===== src/rtl/ics2115_sample_fetch.sv =====
// ICS2115 sample-memory fetch scheduler: round-robin arbitration of per-voice
// 64-bit word reads onto the single shared SDRAM read port.
module ics2115_sample_fetch #(
    parameter int          VOICES    = 32,
    parameter logic [28:0] BASE_ADDR = 29'h0800000,
    parameter int          TIMEOUT   = 255
) (
    input  logic                 clk,
    input  logic                 reset_n,
    input  logic [VOICES-1:0]    voice_req,
    input  logic [VOICES*21-1:0] voice_addr,
    output logic [VOICES-1:0]    voice_ack,
    output logic                 fetch_valid,
    output logic [63:0]          fetch_data,
    output logic [4:0]           fetch_voice,
    output logic                 fetch_err,
    output logic                 sdram_rd,
    output logic [28:0]          sdram_addr,
    input  logic [63:0]          sdram_dout,
    input  logic                 sdram_busy,
    input  logic                 sdram_dout_ready,
    output logic                 busy
);
    localparam logic [1:0] IDLE    = 2'd0;
    localparam logic [1:0] ISSUE   = 2'd1;
    localparam logic [1:0] WAIT    = 2'd2;
    localparam logic [1:0] DELIVER = 2'd3;

    localparam logic [5:0]        NV      = 6'(VOICES);
    localparam logic [9:0]        TO      = 10'(TIMEOUT);
    localparam logic [VOICES-1:0] ACK_ONE = VOICES'(1);

    logic [1:0]        state_q, state_d;
    logic [4:0]        last_grant_q, last_grant_d;
    logic [4:0]        cur_voice_q, cur_voice_d;
    logic [9:0]        cnt_q, cnt_d;
    logic              sdram_rd_q, sdram_rd_d;
    logic [28:0]       sdram_addr_q, sdram_addr_d;
    logic [VOICES-1:0] voice_ack_q, voice_ack_d;
    logic              fetch_valid_q, fetch_valid_d;
    logic [63:0]       fetch_data_q, fetch_data_d;
    logic [4:0]        fetch_voice_q, fetch_voice_d;
    logic              fetch_err_q, fetch_err_d;
    logic              busy_q, busy_d;

    logic [63:0] req_ext;
    logic [20:0] addr_arr [64];
    logic [5:0]  cand;
    logic [5:0]  grant_idx;
    logic        grant_found;
    logic [28:0] grant_byte;

    // Pad requests and addresses to 64 slots so a 6-bit index never runs off the end.
    assign req_ext = 64'(voice_req);

    for (genvar v = 0; v < 64; v++) begin : g_addr
        if (v < VOICES) begin : g_on
            assign addr_arr[v] = voice_addr[v*21 +: 21];
        end else begin : g_off
            assign addr_arr[v] = '0;
        end
    end

    // Descending scan so the nearest requester after last_grant wins.
    always_comb begin
        grant_found = 1'b0;
        grant_idx   = '0;
        cand        = '0;
        for (int i = VOICES; i >= 1; i--) begin
            cand = {1'b0, last_grant_q} + 6'(i);
            if (cand >= NV) begin
                cand = cand - NV;
            end
            if (req_ext[cand]) begin
                grant_found = 1'b1;
                grant_idx   = cand;
            end
        end
    end

    assign grant_byte = BASE_ADDR + {5'b0, addr_arr[grant_idx], 3'b000};

    always_comb begin
        state_d       = state_q;
        last_grant_d  = last_grant_q;
        cur_voice_d   = cur_voice_q;
        cnt_d         = cnt_q;
        sdram_rd_d    = sdram_rd_q;
        sdram_addr_d  = sdram_addr_q;
        voice_ack_d   = '0;
        fetch_valid_d = 1'b0;
        fetch_data_d  = fetch_data_q;
        fetch_voice_d = fetch_voice_q;
        fetch_err_d   = fetch_err_q;
        case (state_q)
            IDLE: begin
                if (grant_found) begin
                    state_d      = ISSUE;
                    last_grant_d = grant_idx[4:0];
                    cur_voice_d  = grant_idx[4:0];
                    sdram_rd_d   = 1'b1;
                    sdram_addr_d = grant_byte;
                end
            end
            ISSUE: begin
                if (!sdram_busy) begin
                    state_d    = WAIT;
                    sdram_rd_d = 1'b0;
                    cnt_d      = '0;
                end
            end
            WAIT: begin
                // Data arriving on the timeout cycle still counts as a good read.
                if (sdram_dout_ready || (cnt_q + 10'd1 == TO)) begin
                    state_d       = DELIVER;
                    fetch_valid_d = 1'b1;
                    voice_ack_d   = ACK_ONE << cur_voice_q;
                    fetch_voice_d = cur_voice_q;
                    fetch_err_d   = !sdram_dout_ready;
                    fetch_data_d  = sdram_dout_ready ? sdram_dout : 64'd0;
                end else begin
                    cnt_d = cnt_q + 10'd1;
                end
            end
            default: begin
                state_d = IDLE;
            end
        endcase
        busy_d = (state_d != IDLE);
    end

    always_ff @(posedge clk or negedge reset_n) begin
        if (!reset_n) begin
            state_q       <= IDLE;
            last_grant_q  <= '0;
            cur_voice_q   <= '0;
            cnt_q         <= '0;
            sdram_rd_q    <= 1'b0;
            sdram_addr_q  <= '0;
            voice_ack_q   <= '0;
            fetch_valid_q <= 1'b0;
            fetch_data_q  <= '0;
            fetch_voice_q <= '0;
            fetch_err_q   <= 1'b0;
            busy_q        <= 1'b0;
        end else begin
            state_q       <= state_d;
            last_grant_q  <= last_grant_d;
            cur_voice_q   <= cur_voice_d;
            cnt_q         <= cnt_d;
            sdram_rd_q    <= sdram_rd_d;
            sdram_addr_q  <= sdram_addr_d;
            voice_ack_q   <= voice_ack_d;
            fetch_valid_q <= fetch_valid_d;
            fetch_data_q  <= fetch_data_d;
            fetch_voice_q <= fetch_voice_d;
            fetch_err_q   <= fetch_err_d;
            busy_q        <= busy_d;
        end
    end

    assign sdram_rd    = sdram_rd_q;
    assign sdram_addr  = sdram_addr_q;
    assign voice_ack   = voice_ack_q;
    assign fetch_valid = fetch_valid_q;
    assign fetch_data  = fetch_data_q;
    assign fetch_voice = fetch_voice_q;
    assign fetch_err   = fetch_err_q;
    assign busy        = busy_q;

endmodule


===== config.mk =====
export PLATFORM = sky130hd
export DESIGN_NAME = ics2115_sample_fetch
export DESIGN_NICKNAME = d
export VERILOG_FILES = /design/src/rtl/ics2115_sample_fetch.sv
export SDC_FILE = /design/constraint.sdc
export NUM_CORES = 1
export LEC_CHECK = 0
export ABC_CLOCK_PERIOD_IN_PS = 7190
export CAP_MARGIN = 40
export CORE_AREA = 4 4 348 350
export DETAILED_ROUTE_END_ITERATION = 8
export DIE_AREA = 0 0 352 354
export PLACE_DENSITY = 0.51
export RECOVER_POWER = 25
export SLEW_MARGIN = 5
export SYNTH_ARGS = -nofsm -noshare
export SYNTH_HDL_FRONTEND = slang
export SYNTH_SLANG_ARGS = --single-unit
export TNS_END_PERCENT = 10

===== constraint.sdc =====
create_clock -name clk -period 7.19 [get_ports clk]
set_input_delay 0.719 -clock clk [delete_from_list [all_inputs] [get_ports clk]]
set_output_delay 0.719 -clock clk [all_outputs]
set_load 0.005 [all_outputs]

==> results.sh <==
export IMPL_finalCritPeriodShare_pct=95.7
export IMPL_cts_root_buffer="clkbuf_16"
export IMPL_synthTopCellsByArea="dfrtp_1 18%, mux4_2 12%, mux2i_1 11%, mux2_2 3.6%, nand2_1 2.9%"
export IMPL_critPathLaunchType="flip-flop"
export IMPL_cts_num_sinks=144
export IMPL_start_util_pct=17.1
export IMPL_yosysSeqAreaShare_pct=17.9
export IMPL_avgSynthCellArea_um2=8.90
export IMPL_clockBufferDepth=2
export IMPL_syn_to_final_growth_pct=60.2
export IMPL_crit_required_ns=7.54
export IMPL_syn_inst=2266
export IMPL_skew_ns=0.0323
export IMPL_synthDistinctLibCells=110
export IMPL_post_cts_buffers=0
export IMPL_rr_endpoint="sdram_addr[16]$_DFFE_PN0P_"
export IMPL_r2r_slack_ns=0.31
export IMPL_rr_startpoint="cur_voice_q[1]$_DFFE_PN0P_"
export IMPL_detail_route_antenna_nets=0
export IMPL_min_from="fetch_voice[4]$_DFFE_PN0P_"
export IMPL_die_x_um=352
export IMPL_relSlewSlack_pct=-220
export IMPL_hp_class="flip-flop to flip-flop"
export IMPL_syn_area_um2=20200
export IMPL_hold_depth=2
export IMPL_maxCapViolCount=2
export IMPL_grt_pass1_wl_um=213000
export IMPL_setup_tns_ns=0
export IMPL_worstPathMaxFanout=32
export IMPL_synth_edf_count=0
export IMPL_die_y_um=354
export IMPL_yosys_warnings=0
export IMPL_synth_top_cell_by_area="dfrtp_1"
export IMPL_routedWlPerCell_um=33.6
export IMPL_post_route_min_period_ns=6.88
export IMPL_viasPerCell=5.47
export IMPL_synthFlopType="dfrtp_1"
export IMPL_pin_count=906
export IMPL_rows=126
export IMPL_via_count=25900
export IMPL_critPathCaptureType="flip-flop"
export IMPL_grt_max_degree=108
export IMPL_ys_ff_latch=144
export IMPL_worst_ep_arrival_time_ns=7.23
export IMPL_final_setup_viol_count=0
export IMPL_grt_util_all_layers_pct=24.1
export IMPL_core_area_um2=118000
export IMPL_n_fill_cell=12600
export IMPL_status="complete, but fails checks"
export IMPL_grt_pass1_vias=24800
export IMPL_first_pass_iters=6
export IMPL_gr_total_overflow=0
export IMPL_port_buffers=898
export IMPL_hpwl_um=131000
export IMPL_cts_tree="yes"
export IMPL_final_layout_size_suffix_gt1_share_pct=14.6
export IMPL_cts_htree_levels=4
export IMPL_die_area_um2=125000
export IMPL_min_to="fetch_voice[4]$_DFFE_PN0P_"
export IMPL_violations="max-capacitance violations, max-slew violations"
export IMPL_clkTransAtPathRegs_ns=0.08
export IMPL_drt_initial_drc_count=3066
export IMPL_wl_um=159000
export IMPL_final_nets=3964
export IMPL_numCtsBuffers=17
export IMPL_crit_type="flip-flop to flip-flop"
export IMPL_crit_start="cur_voice_q[1]$_DFFE_PN0P_"
export IMPL_ys_async_sr_fraction_pct=100
export IMPL_drc=0
export IMPL_reg2reg_depth=18
export IMPL_yosys_top_cells_count="212 x mux2i_1, 157 x nand2_1, 144 x dfrtp_1"
export IMPL_antenna_found_initial=43
export IMPL_max_freq_mhz=145
export IMPL_report_final_slew_viol_count=102
export IMPL_clk_latency_ns=0.48
export IMPL_hold_violations=0
export IMPL_tightest_slew_ns=4.80
export IMPL_yosysMostFrequentCell="mux2i_1"
export IMPL_synth_top_cell_area_share_pct=17.9
export IMPL_rsz0062_at_grt="no"
export IMPL_gp_congestion=1.01
how the worst max path moves through the flow:
stage,end,slack [ns],cells past startpoint
floorplan,sdram_addr[17]$_DFFE_PN0P_,0.56,24
global placement,sdram_addr[3]$_DFFE_PN0P_,0.08,16
detailed placement,sdram_addr[3]$_DFFE_PN0P_,0.05,16
CTS,sdram_addr[3]$_DFFE_PN0P_,0.02,18
global route,sdram_addr[3]$_DFFE_PN0P_,0.15,18
finish,sdram_addr[16]$_DFFE_PN0P_,0.31,18
routing by layer:
metal  global-route usage, %  up-vias  part of all wire (%)
met3                    7.24      171                    10
met2                    36.5     1670                    43
met1                    33.7    13100                    44
met4                    4.87       20                   2.1
li1                        -    11000                     -
met5                       0        -                 0.087
per-stage QoR:
step / worst slack [ns] / cells / cell area [um2] / hold WS (ns) / util (%)
after floorplan: 0.564 / 2272 / 20200 / 0.423 / -
after global placement: 0.0762 / 4678 / 31600 / 0.463 / 26.9
after detailed placement: 0.0479 / 4686 / 31700 / 0.472 / 26.9
after CTS: 0.0178 / 4717 / 32300 / 0.278 / 27.4
after global routing: 0.146 / 4724 / 32300 / 0.517 / 27.4
final: 0.311 / 4738 / 32300 / 0.480 / 27.4
logic make-up after synthesis:
kind of cell    synth area share, %
buf+inv                        6.36
simple gates                   13.7
compound gates                 31.8
mux                            27.5
flops                          17.9
xor+xnor                       1.46
fa+ha+maj                      1.37
other cells                  0.0186
registers in the layout (all words and copies together) (netlist names), 2 cells and up:
register / cells
voice_ack: 32
fetch_data: 64
fetch_voice: 5
cur_voice_q: 5
sdram_addr: 22
state_q: 2
cnt_q: 10
critical path, stage by stage, from the launching register on:
cell and delay (ns):
dfrtp_4 0.50, inv_1 0.27, ha_1 0.18, buf_4 0.43, mux4_2 0.67, mux4_2 0.60, a21oi_4 0.41, nor3b_2 0.37
o311ai_1 0.16, o31a_1 0.31, buf_4 0.18, nor3_2 0.31, a21o_4 0.38, buf_12 0.22, buf_4 0.23, mux2i_1 0.24
o22ai_1 0.10, o31ai_1 0.90, and4bb_1 0.26
layout by cell type, fill, tap and decap left out, types with 27 or more instances in the layout:
cell	count
clkdlybuf4s50_1	893
mux2i_1	211
buf_4	174
nand2_1	155
dfrtp_1	141
nor2_1	135
a21oi_1	109
mux4_2	103
o22ai_1	93
o21ai_0	90
a22o_1	67
mux2_2	65
a211oi_1	62
nor3_1	50
and3_1	42
nand3_1	40
o221ai_1	38
o211a_1	34
a2111oi_0	32
o211ai_1	29
o311ai_1	28
mux2_1	28
xnor2_1	27
a22oi_1	27
what timing repair did:
item	4_1_cts	5_1_grt
endpoints found under the hold margin	0	0
hold buffers	0	0
endpoints found under the setup margin	0	1
gates resized for setup	0	3
cell type report:
class                           count  area (um2)  share of cell area (%)
Antenna cell                       20        50.0                   0.155
Clock buffer                       17         425                    1.32
Clock inverter                     14         128                   0.395
Inverter                           27         101                   0.314
Multi-Input combinational cell   1888       15400                    47.8
Sequential cell                   144        3610                    11.2
Tap cell                         1536        1920                    5.95
Timing Repair Buffer             1092       10600                    32.9
Power is not shown: default switching activity piles up to over one toggle a cycle in this logic, so the estimate is an artifact.
